==> src/rtl/operand_sequencer_pkg.sv <==
// Shared definitions for the operand sequencer: FSM state encoding and default widths.
package operand_sequencer_pkg;

  localparam int unsigned DefaultWidth = 4;
  localparam int unsigned CountWidth   = 8;

  typedef enum logic [1:0] {
    StWaitA   = 2'd0,
    StWaitB   = 2'd1,
    StCompute = 2'd2,
    StHold    = 2'd3
  } state_e;

endpackage

==> src/rtl/operand_sequencer.sv <==
// Loads A, then B/carry-in, from a shared bus, drives them to an external adder and
// offers the registered {cout, sum} on a valid/ready handshake, optionally chaining the sum.
module operand_sequencer
  import operand_sequencer_pkg::*;
#(
  parameter int unsigned WIDTH = DefaultWidth
) (
  input  logic                  clk,
  input  logic                  resetn,
  input  logic [WIDTH-1:0]      data_in,
  input  logic                  cin_in,
  input  logic                  load,
  input  logic                  chain,
  output logic [WIDTH-1:0]      add_a,
  output logic [WIDTH-1:0]      add_b,
  output logic                  add_cin,
  input  logic [WIDTH-1:0]      add_s,
  input  logic                  add_cout,
  output logic [WIDTH:0]        result,
  output logic                  result_valid,
  input  logic                  result_ready,
  output logic                  busy,
  output logic [CountWidth-1:0] op_count
);

  state_e state_q, state_d;

  logic [WIDTH-1:0]      a_q, a_d;
  logic [WIDTH-1:0]      b_q, b_d;
  logic                  cin_q, cin_d;
  logic [WIDTH:0]        result_q, result_d;
  logic                  valid_q, valid_d;
  logic [CountWidth-1:0] count_q, count_d;
  logic                  handshake;

  assign handshake = (state_q == StHold) && result_ready;

  // State register
  always_ff @(posedge clk or negedge resetn) begin
    if (!resetn) begin
      state_q <= StWaitA;
    end else begin
      state_q <= state_d;
    end
  end

  // Next-state logic; load is ignored while COMPUTE/HOLD are in progress.
  always_comb begin
    state_d = state_q;
    unique case (state_q)
      StWaitA:   if (load) state_d = StWaitB;
      StWaitB:   if (load) state_d = StCompute;
      StCompute: state_d = StHold;
      StHold: begin
        if (result_ready) state_d = chain ? StWaitB : StWaitA;
      end
      default:   state_d = StWaitA;
    endcase
  end

  // Output logic
  always_comb begin
    busy = (state_q == StCompute) || (state_q == StHold);
  end

  // Datapath next-state
  always_comb begin
    a_d      = a_q;
    b_d      = b_q;
    cin_d    = cin_q;
    result_d = result_q;
    valid_d  = valid_q;
    unique case (state_q)
      StWaitA: begin
        if (load) a_d = data_in;
      end
      StWaitB: begin
        if (load) begin
          b_d   = data_in;
          cin_d = cin_in;
        end
      end
      StCompute: begin
        result_d = {add_cout, add_s};
        valid_d  = 1'b1;
      end
      StHold: begin
        if (result_ready) begin
          valid_d = 1'b0;
          // Chained step reuses the sum only; the carry bit is dropped.
          if (chain) a_d = result_q[WIDTH-1:0];
        end
      end
      default: begin
        valid_d = 1'b0;
      end
    endcase
  end

  always_ff @(posedge clk or negedge resetn) begin
    if (!resetn) begin
      a_q      <= '0;
      b_q      <= '0;
      cin_q    <= 1'b0;
      result_q <= '0;
      valid_q  <= 1'b0;
    end else begin
      a_q      <= a_d;
      b_q      <= b_d;
      cin_q    <= cin_d;
      result_q <= result_d;
      valid_q  <= valid_d;
    end
  end

  // Completed-handshake counter, wraps naturally at 2**CountWidth.
  always_comb begin
    count_d = count_q;
    if (handshake) count_d = count_q + 1'b1;
  end

  always_ff @(posedge clk or negedge resetn) begin
    if (!resetn) begin
      count_q <= '0;
    end else begin
      count_q <= count_d;
    end
  end

  assign add_a        = a_q;
  assign add_b        = b_q;
  assign add_cin      = cin_q;
  assign result       = result_q;
  assign result_valid = valid_q;
  assign op_count     = count_q;

endmodule

==> config.mk <==
export PLATFORM = sky130hd
export DESIGN_NAME = operand_sequencer
export DESIGN_NICKNAME = d
export VERILOG_FILES = /design/src/rtl/operand_sequencer_pkg.sv /design/src/rtl/operand_sequencer.sv
export SDC_FILE = /design/constraint.sdc
export NUM_CORES = 1
export LEC_CHECK = 0
export BUFFER_PORTS_ARGS = -buffer_cell sky130_fd_sc_hd__buf_2
export CAP_MARGIN = 0
export CORE_MARGIN = 2
export CORE_UTILIZATION = 48
export DETAILED_ROUTE_END_ITERATION = 8
export GPL_TIMING_DRIVEN = 1
export PLACE_DENSITY_LB_ADDON = 0.1
export SLEW_MARGIN = 10
export SYNTH_ARGS = -nofsm -noshare
export SYNTH_HDL_FRONTEND = slang
export SYNTH_SLANG_ARGS = --single-unit
==> constraint.sdc <==
create_clock -name clk -period 2.1 [get_ports clk]
set_input_delay 0.21 -clock clk [delete_from_list [all_inputs] [get_ports clk]]
set_output_delay 0.21 -clock clk [all_outputs]
set_load 0.05 [all_outputs]
Word-level counts from Yosys, hierarchy flattened
Index checks and enable logic that the tools add are counted.

Add/subtract/negate cells: 1. Equality and inequality tests: 7. Muxes and demuxes: 11. Reductions and logical operators: 9.

Operator list (number): two-way mux 4 bit (3); adder 8 x 1 -> 8 bit, second input constant (1); inequality test 2 bit, second input constant (4); case mux 2 bit (4 select lines) (1); case mux 4 bit (2 select lines) (1); two-way mux 2 bit (3); equality test 2 bit, second input constant (2); AND reduction 2 bit (2); AND reduction 4 bit (1); nonzero test 2 bit (2); AND reduction 3 bit (1); equality test 2 x 1 -> 1 bit, second input constant (1); logical NOT 2 bit (1); two-way mux 1 bit (2); case mux 1 bit (2 select lines) (1); logical AND 1 bit (1); logical OR 1 bit (1).

Flip-flop bits (word level): 25. Bits of input ports: 15. Output and inout port bits: 24. Word-level logic and storage cells: 35.

Depth between registers and ports, before layout
Gate-level depths: netlist (run 1).

Depth after elaboration: 3. Mapped depth: 6. Depth with buffers taken out: 5.

Worst setup path after synthesis (run 1)
OpenSTA, ideal clock, no wires.

Path type: reg-to-reg. Start: reg state_q[0]. End: reg a_q[0] (netlist: add_a[0]). Arrival: 1.350 ns. Required time: 1.975 ns. Slack: 0.625 ns. Cell stages (with the launch flop): 6. Period minus slack after synthesis: 1.475 ns. Cells stage by stage: dfrtp_1 inv_1 ha_1 mux2i_1 a21oi_2 mux2_2.

Cells in the longest elaborated chain, start to end: 3.

Ends and longest elaborated chain: start: declaration (line operand_sequencer.sv:26) `state_e state_q, state_d;`; start signal: assignment (line operand_sequencer.sv:41) `state_q <= StWaitA;`; start signal: assignment (line operand_sequencer.sv:43) `state_q <= state_d;`; equality test 2 bit / logical NOT 2 bit (equally long branches) (line operand_sequencer.sv:73) `unique case (state_q)`; inequality test 2 bit (no line) / nonzero test 2 bit (equally long branches); AND reduction 4 bit (no line); end signal: assignment (line operand_sequencer.sv:102) `a_q <= '0;`; end signal: assignment (line operand_sequencer.sv:108) `a_q <= a_d;`; end: declaration (line operand_sequencer.sv:28) `logic [WIDTH-1:0] a_q, a_d;`.

Several ways; a longest one is shown, not always the timed one. A chain may end at the register's enable or synchronous reset.

Worst setup path after layout (run 1)
Start: reg state_q[0]. End: out busy.

Cells in the longest elaborated chain, start to end: 2.

Ends and longest elaborated chain: equality test 2 bit (line operand_sequencer.sv:63) `busy = (state_q == StCompute) || (state_q == StHold);`; logical OR 1 bit * (line operand_sequencer.sv:63); end: declaration (line operand_sequencer.sv:22) `output logic busy,`.

Every way passes the cells marked *; elsewhere a longest branch is shown, timed or not.

==> reports/qor_table.md, run 1 <==
| Result | Value |
|---|---|
| Run status | finished, final reports clean |
| Routed vias/inst | 4.96 |
| Final critical path time including I/O delays and setup | 1900 ps |
| Count of nets left with antenna violations after detail routing | 0 |
| Post-route fraction of the period consumed by the critical path | 90.5% |
| MaxCap Viol Count | 0 |
| Buffers on Ports | 38 |
| Library cell used as clock root buffer | clkbuf_4 |
| Overall Global Routing Usage | 17.7% |
| Synth Warn # | 0 |
| Pin count of the biggest net entering global routing | 26 |
| Gate count of the mapped netlist | 87 |
| Seq cells post-synth | 25 |
| Critical path class | reg2out |
| Number of CTS-inserted buffers | 3 |
| Height of the die | 53.1 µm |
| Worst Tran Pin Value | 535 ps |
| Number of hold-repair buffers added at the cts stage | 1 |
| Wire length of the first global-routing pass | 3520 µm |
| Filler instances | 201 |
| Maximum clock rate | 526 MHz |
| Setup tns final | 0 ps |
| Setup-violating endpoint count in the final report | 0 |
| Die width | 53.1 µm |
| Number of cell instances on the worst register-to-register path | 4 |
| Slew Limit Headroom | 64.3% |
| Crit path arrival time | 1690 ps |
| Endpoint kind of the worst setup timing path | output port |
| Final Wtd Congestion | 0.692 |
| Post-CTS setup buffer count | 0 |
| Core ar. | 2230 µm² |
| Cell row count | 17 |
| Maximum number of buffers from clock root to sink | 2 |
| Post-synthesis to final-layout area growth | 21.7% |
| First-pass iteration count of the detailed router | 4 |
| Antenna diode count | 0 |
| H-tree levels | 1 |
| Synth Flop Type | dfrtp_1 |
| Via count of the routed design | 774 |
| Hold Path Class | in2reg |
| Number of nets at the end of the flow | 150 |
| Synth Net Count | 108 |
| Sequential cell area fraction in the yosys report | 54.2% |
| Final cell count without fillers | 156 |
| Average wire per standard cell | 13.6 µm |
| Final Skew | 10.6 ps |
| Worst path required time | 1890 ps |
| Number of unique standard cell types used by synthesis | 26 |
| Count of flip-flops with a built-in enable after synthesis | 0 |
| PostCTS Resize Cnt | 0 |
| Total overflow reported by the global router | 0 |
| Netlist area before placement | 1150 µm² |
| Fraction of final layout cells sized beyond drive strength 1 | 50.0% |
| Clock input transition at the sequential cells of the worst setup and hold paths | 140 ps |
| CTS tree | done |
| Number of global-route vias before repair | 796 |
| Mean cell area of the mapped netlist | 13.3 µm² |
| Startpoint types | flip-flop |
| Maximum fanout along the worst path | 7 |
| Clock network latency to the later pin of the worst-skew pair | 320 ps |
| Ports placed on the boundary | 39 |
| Area of the die | 2810 µm² |
| Share of synthesized flip-flops with an asynchronous set or reset | 100% |
| Number of stages on the worst hold path | 2 |
| Initial Utilization | 51.7% |
| Most frequent standard cell in the layout excluding fill and tap cells | buf_2 |
| Highest-count cells in the layout ignoring fill and taps | buf_2 (38), dfrtp_1 (25), mux2_2 (19), nand2_1 (8), ha_1 (6) |
| Total wire length | 2120 µm |
| RSZ-0062 raised after global routing | no |
| Antenna violations before repair | 0 |
| Endpoints failing hold | 0 |
| Detailed-placement wirelength estimate | 1600 µm |
| CTS sink count | 25 |
| Cell Count Post-Placement | 151 |
| Pins over their slew limit | 0 |
| Drt drc | 0 |
| Initial DRC count | 5 |
flip-flops by register name (all words and copies together) (netlist names):
register / cells
add_a: 4
add_b: 4
add_cin: 1
op_count: 8
result: 5
result_valid: 1
state_q: 2
worst paths after layout:
check                                   startpoint                        to  slack (ps)
setup / recovery            state_q[0]$_DFFE_PN0P_                      busy         200
hold / removal                            add_s[1]     result[1]$_DFFE_PN0P_         110
min in group asynchronous                   resetn  result_valid$_DFFE_PN0P_         380
setup reg to reg            state_q[1]$_DFFE_PN0P_      add_a[2]$_DFFE_PN0P_         370
max in group asynchronous                   resetn      add_a[2]$_DFFE_PN0P_        1360
hold reg to reg            op_count[7]$_DFFE_PN0P_   op_count[7]$_DFFE_PN0P_         470
routing by layer:
metal	wire length, µm	global-route usage [%]
met4	39	7.69
met3	96	3.67
met2	912	26.3
met1	1070	24.9
met5	0	0
cells by family (layout without fill, tap and decap cells):
family / after synthesis / after routing / share of synthesized area [%]
xor+xnor: 7 / 7 / 5.31
compound gates: 8 / 8 / 5.09
simple gates: 16 / 16 / 6.72
flops: 25 / 25 / 54.2
mux: 21 / 21 / 20.3
buf+inv: 4 / 45 / 1.95
fa+ha+maj: 6 / 6 / 6.50
per-stage QoR:
| step | worst slack, ps | instance area [µm²] | hold WS (ps) | util, % |
|---|---|---|---|---|
| 2_1_floorplan | 625 | 1150 | -85.6 | - |
| 3_3_place_gp | 472 | 1370 | 233 | 61.1 |
| 3_5_place_dp | 387 | 1370 | 225 | 61.1 |
| 4_1_cts | 171 | 1410 | 101 | 62.9 |
| 5_1_grt | 113 | 1410 | 96.2 | 62.9 |
| 6_report | 199 | 1410 | 110 | 62.9 |
cells in the mapped netlist, types with 2 or more instances:
master,count,area (µm²)
inv_1,2,7.51
dfrtp_1,25,626
ha_1,6,75.1
nand2_1,8,30.0
xnor2_1,5,43.8
xor2_1,2,17.5
mux2_2,19,214
mux2i_1,2,20.0
final cells by class:
cell class                      count  area, µm²  share of cell area, %
Multi-Input combinational cell     58        507                   36.1
Timing Repair Buffer               39        200                   14.2
Clock buffer                        3       22.5                   1.60
Tap cell                           28       35.0                   2.49
Clock inverter                      1       7.51                  0.534
Inverter                            2       7.51                  0.534
Sequential cell                    25        626                   44.5
critical path, cell delays in order, from the launching register on:
cell and delay (ps):
dfrtp_1 420, inv_1 110, ha_1 330, or2_2 310, buf_2 210
Power of run 1 is not shown: default switching activity piles up to over one toggle a cycle in this logic, so the estimate is an artifact.
==> inputs of run 2 (changes only) <==
--- a/config.mk
+++ b/config.mk
@@ -5,10 +5,11 @@
 export SDC_FILE = /design/constraint.sdc
 export NUM_CORES = 1
 export LEC_CHECK = 0
+export ABC_AREA = 1
 export BUFFER_PORTS_ARGS = -buffer_cell sky130_fd_sc_hd__buf_2
 export CAP_MARGIN = 0
 export CORE_MARGIN = 2
-export CORE_UTILIZATION = 48
+export CORE_UTILIZATION = 49
 export DETAILED_ROUTE_END_ITERATION = 8
 export GPL_TIMING_DRIVEN = 1
 export PLACE_DENSITY_LB_ADDON = 0.1
==> run 2 against run 1 <==
  * Fmax up 2.3%
  * Critical endpoint unchanged
  * Via count increased by 25%
  * Core utilization fell by 2.2 points
  * Synthesized cell count grew 51%
  * Worst hold slack improved by 13 ps
  * Setup slack better by 42 ps
  * Non-clock buffer count unchanged
  * Die area grew 2.5%
  * Cell area is 4.2% higher
  * Critical path depth unchanged
==> reports/qor_table.md, run 2 <==
| Result | Value | vs previous |
|---|---|---|
| Run status | finished, final reports clean |  |
| Most frequent cells after synthesis | nand2_1 (42), dfrtp_1 (25), inv_1 (16) |  |
| Routed vias/inst | 4.76 | -4.0% |
| Antenna diode count | 0 | unchanged |
| Post-synthesis to final-layout area growth | 20.9% |  |
| Sequential standard cell area | 626 µm² | unchanged |
| Area of the die | 2890 µm² | +2.5% |
| Core ar. | 2410 µm² | +7.9% |
| Hold Path Class | in2reg |  |
| RSZ-0062 raised after global routing | no |  |
| Number of global-route vias before repair | 903 | +13% |
| Total overflow reported by the global router | 0 | unchanged |
| Global Route met1 Usage | 24.6% | -0.26 points |
| Initial Utilization | 50.3% | -1.4 points |
| Post-CTS setup buffer count | 0 | unchanged |
| CTS tree | done |  |
| Clock input transition at the sequential cells of the worst setup and hold paths | 130 ps | about the same |
| Number of CTS-inserted buffers | 3 | unchanged |
| Wire length of the first global-routing pass | 3800 µm | +8.0% |
| Critical path class | reg2out |  |
| MaxCap Viol Count | 0 | unchanged |
| First-pass iteration count of the detailed router | 4 | unchanged |
| Share of synthesized flip-flops with an asynchronous set or reset | 100% | unchanged |
| Count of nets left with antenna violations after detail routing | 0 | unchanged |
| Endpoints failing hold | 0 | unchanged |
| Final critical path time including I/O delays and setup | 1860 ps | -42.5 ps |
| Number of nets at the end of the flow | 195 | +30% |
| Post-route fraction of the period consumed by the critical path | 88.5% | -2.0 points |
| Final Wtd Congestion | 0.835 | +21% |
| Slew Limit Headroom | 63.3% | -1.0 points |
| Antenna violations before repair | 0 | unchanged |
| Height of the die | 53.7 µm | +1.3% |
| Buffers on Ports | 38 | unchanged |
| Detailed-placement wirelength estimate | 1740 µm | +9.0% |
| Maximum fanout along the worst path | 7 | unchanged |
| Crit path arrival time | 1650 ps | -40 ps |
| Startpoint types | flip-flop |  |
| Final cell count without fillers | 203 | +30% |
| Flip-flop count of the largest register, all copies and words added | 8 | unchanged |
| Highest-count cells in the layout ignoring fill and taps | nand2_1 (42), buf_2 (38), dfrtp_1 (25), inv_1 (16) |  |
| CP cell instances | inv_1, ha_1, or2_4, buf_2 |  |
| Standard cell area after detailed placement | 1430 µm² | +4.6% |
| Mean cell area of the mapped netlist | 9.25 µm² | -30% |
| Filler instances | 226 | +12% |
| Average wire per standard cell | 10.8 µm | -20% |
| Pin count of the biggest net entering global routing | 26 | unchanged |
| Biggest cell delay along the critical path | 470 ps | +50 ps |
| Initial DRC count | 16 | +11 |
| Netlist area before placement | 1210 µm² | +4.9% |
| Dominant cells by area after synthesis | dfrtp_1 (52%), nand2_1 (13%), mux2_2 (6.5%) |  |
| Number of unique standard cell types used by synthesis | 17 | -35% |
| Most frequent standard cell in the layout excluding fill and tap cells | nand2_1 |  |
| H-tree levels | 1 | unchanged |
| Setup tns final | 0 ps | unchanged |
| Sequential cell area fraction in the yosys report | 51.7% | -2.5 points |
| Count of flip-flops with a built-in enable after synthesis | 0 | unchanged |
| Drt drc | 0 | unchanged |
| Worst Tran Pin Value | 551 ps | +15.6 ps |
| Clock network latency to the later pin of the worst-skew pair | 310 ps | about the same |
| Ports placed on the boundary | 39 | unchanged |
| CTS sink count | 25 | unchanged |
| Seq cells post-synth | 25 | unchanged |
| Die width | 53.7 µm | +1.3% |
| Library cell used as clock root buffer | clkbuf_4 |  |
| Cell row count | 18 | +1 |
| Final Skew | 5.39 ps | -5.22 ps |
| Fraction of met2 tracks used by global routing | 28.3% | +2.0 points |
| Synth Flop Type | dfrtp_1 |  |
| Most frequent cell after synthesis | nand2_1 |  |
| Combined area of the multi-input logic cells | 514 µm² | +1.5% |
| Endpoint kind of the worst setup timing path | output port |  |
| Worst path required time | 1890 ps | about the same |
| Top cell type's share of synthesized area | 51.7% | -2.5 points |
| Met3 track demand over resource in global routing | 2.78% | -0.89 points |
| Setup-violating endpoint count in the final report | 0 | unchanged |
| Total wire length | 2190 µm | +3.6% |
| Synth Net Count | 152 | +41% |
| Fraction of final layout cells sized beyond drive strength 1 | 30.6% | -19 points |
| Via count of the routed design | 967 | +25% |
| Area leader, netlist | dfrtp_1 |  |
| Pins over their slew limit | 0 | unchanged |
| Worst path slowest cell | dfrtp_1 |  |
| Grt peak-use layer | met2 |  |
| Maximum number of buffers from clock root to sink | 2 | unchanged |
| Fin area | 1460 µm² | +4.2% |
| Maximum clock rate | 538 MHz | +2.3% |
| Gate count of the mapped netlist | 131 | +51% |
| Overall Global Routing Usage | 17.8% | +0.15 points |
| Synth Warn # | 0 | unchanged |
| Cell Count Post-Placement | 198 | +31% |
==> run 2: kinds of logic (layout without fill, tap and decap cells) <==
family          Yosys count  after routing  synth area share, %
simple gates             59             59                 20.7
flops                    25             25                 51.7
fa+ha+maj                 6              6                 6.20
buf+inv                  17             59                 5.89
xor+xnor                  5              5                 3.62
mux                       7              7                 6.51
compound gates           12             12                 5.47
==> run 2: what timing repair did <==
item / 4_1_cts / 5_1_grt
gates resized for setup: 0 / 0
endpoints found under the setup margin: 0 / 0
hold buffers: 1 / 0
hold endpoints to repair: 25 / 0
==> run 2: stage by stage <==
step	utilization [%]	setup WS [ps]	hold slack, ps
floorplan	-	696	-85.6
global placement	59.2	625	229
detailed placement	59.2	590	230
finish	60.7	242	123
global route	60.7	145	118
CTS	60.7	220	111
==> run 2: path summary, 6_finish.rpt <==
check / start / to / slack (ps) / cells past startpoint
setup / recovery: state_q[0]$_DFFE_PN0P_ / busy / 240 / 4
hold / removal: add_s[1] / result[1]$_DFFE_PN0P_ / 120 / 2
setup reg to reg: state_q[0]$_DFFE_PN0P_ / add_a[0]$_DFFE_PN0P_ / 580 / 7
hold reg to reg: add_a[1]$_DFFE_PN0P_ / add_a[1]$_DFFE_PN0P_ / 480 / 2
max in group asynchronous: resetn / op_count[2]$_DFFE_PN0P_ / 1330 / 2
min in group asynchronous: resetn / add_b[2]$_DFFE_PN0P_ / 410 / 2
==> run 2: layout make-up <==
| cell class | instances | share of cell area, % |
|---|---|---|
| sequential | 25 | 42.7 |
| multi-input combinational | 89 | 35.1 |
| timing repair buffer | 39 | 13.7 |
| inverter | 16 | 4.10 |
| tap | 30 | 2.56 |
| clock buffer | 4 | 1.79 |
==> run 2: layer usage <==
metal / vias to the layer above / routed length [µm]
met3: 2 / 84
met4: 0 / 15
met5: - / 0
met1: 451 / 1080
li1: 496 / -
met2: 18 / 1020
==> run 2: critical path, delay by kind of cell (launching register included) <==
kind,cells,cell delay (ps)
adders and majority gates,1,290
buffers and inverters,2,310
DFF,1,470
and+or+nand+nor,1,270
Power of run 2 is left out for the same reason.
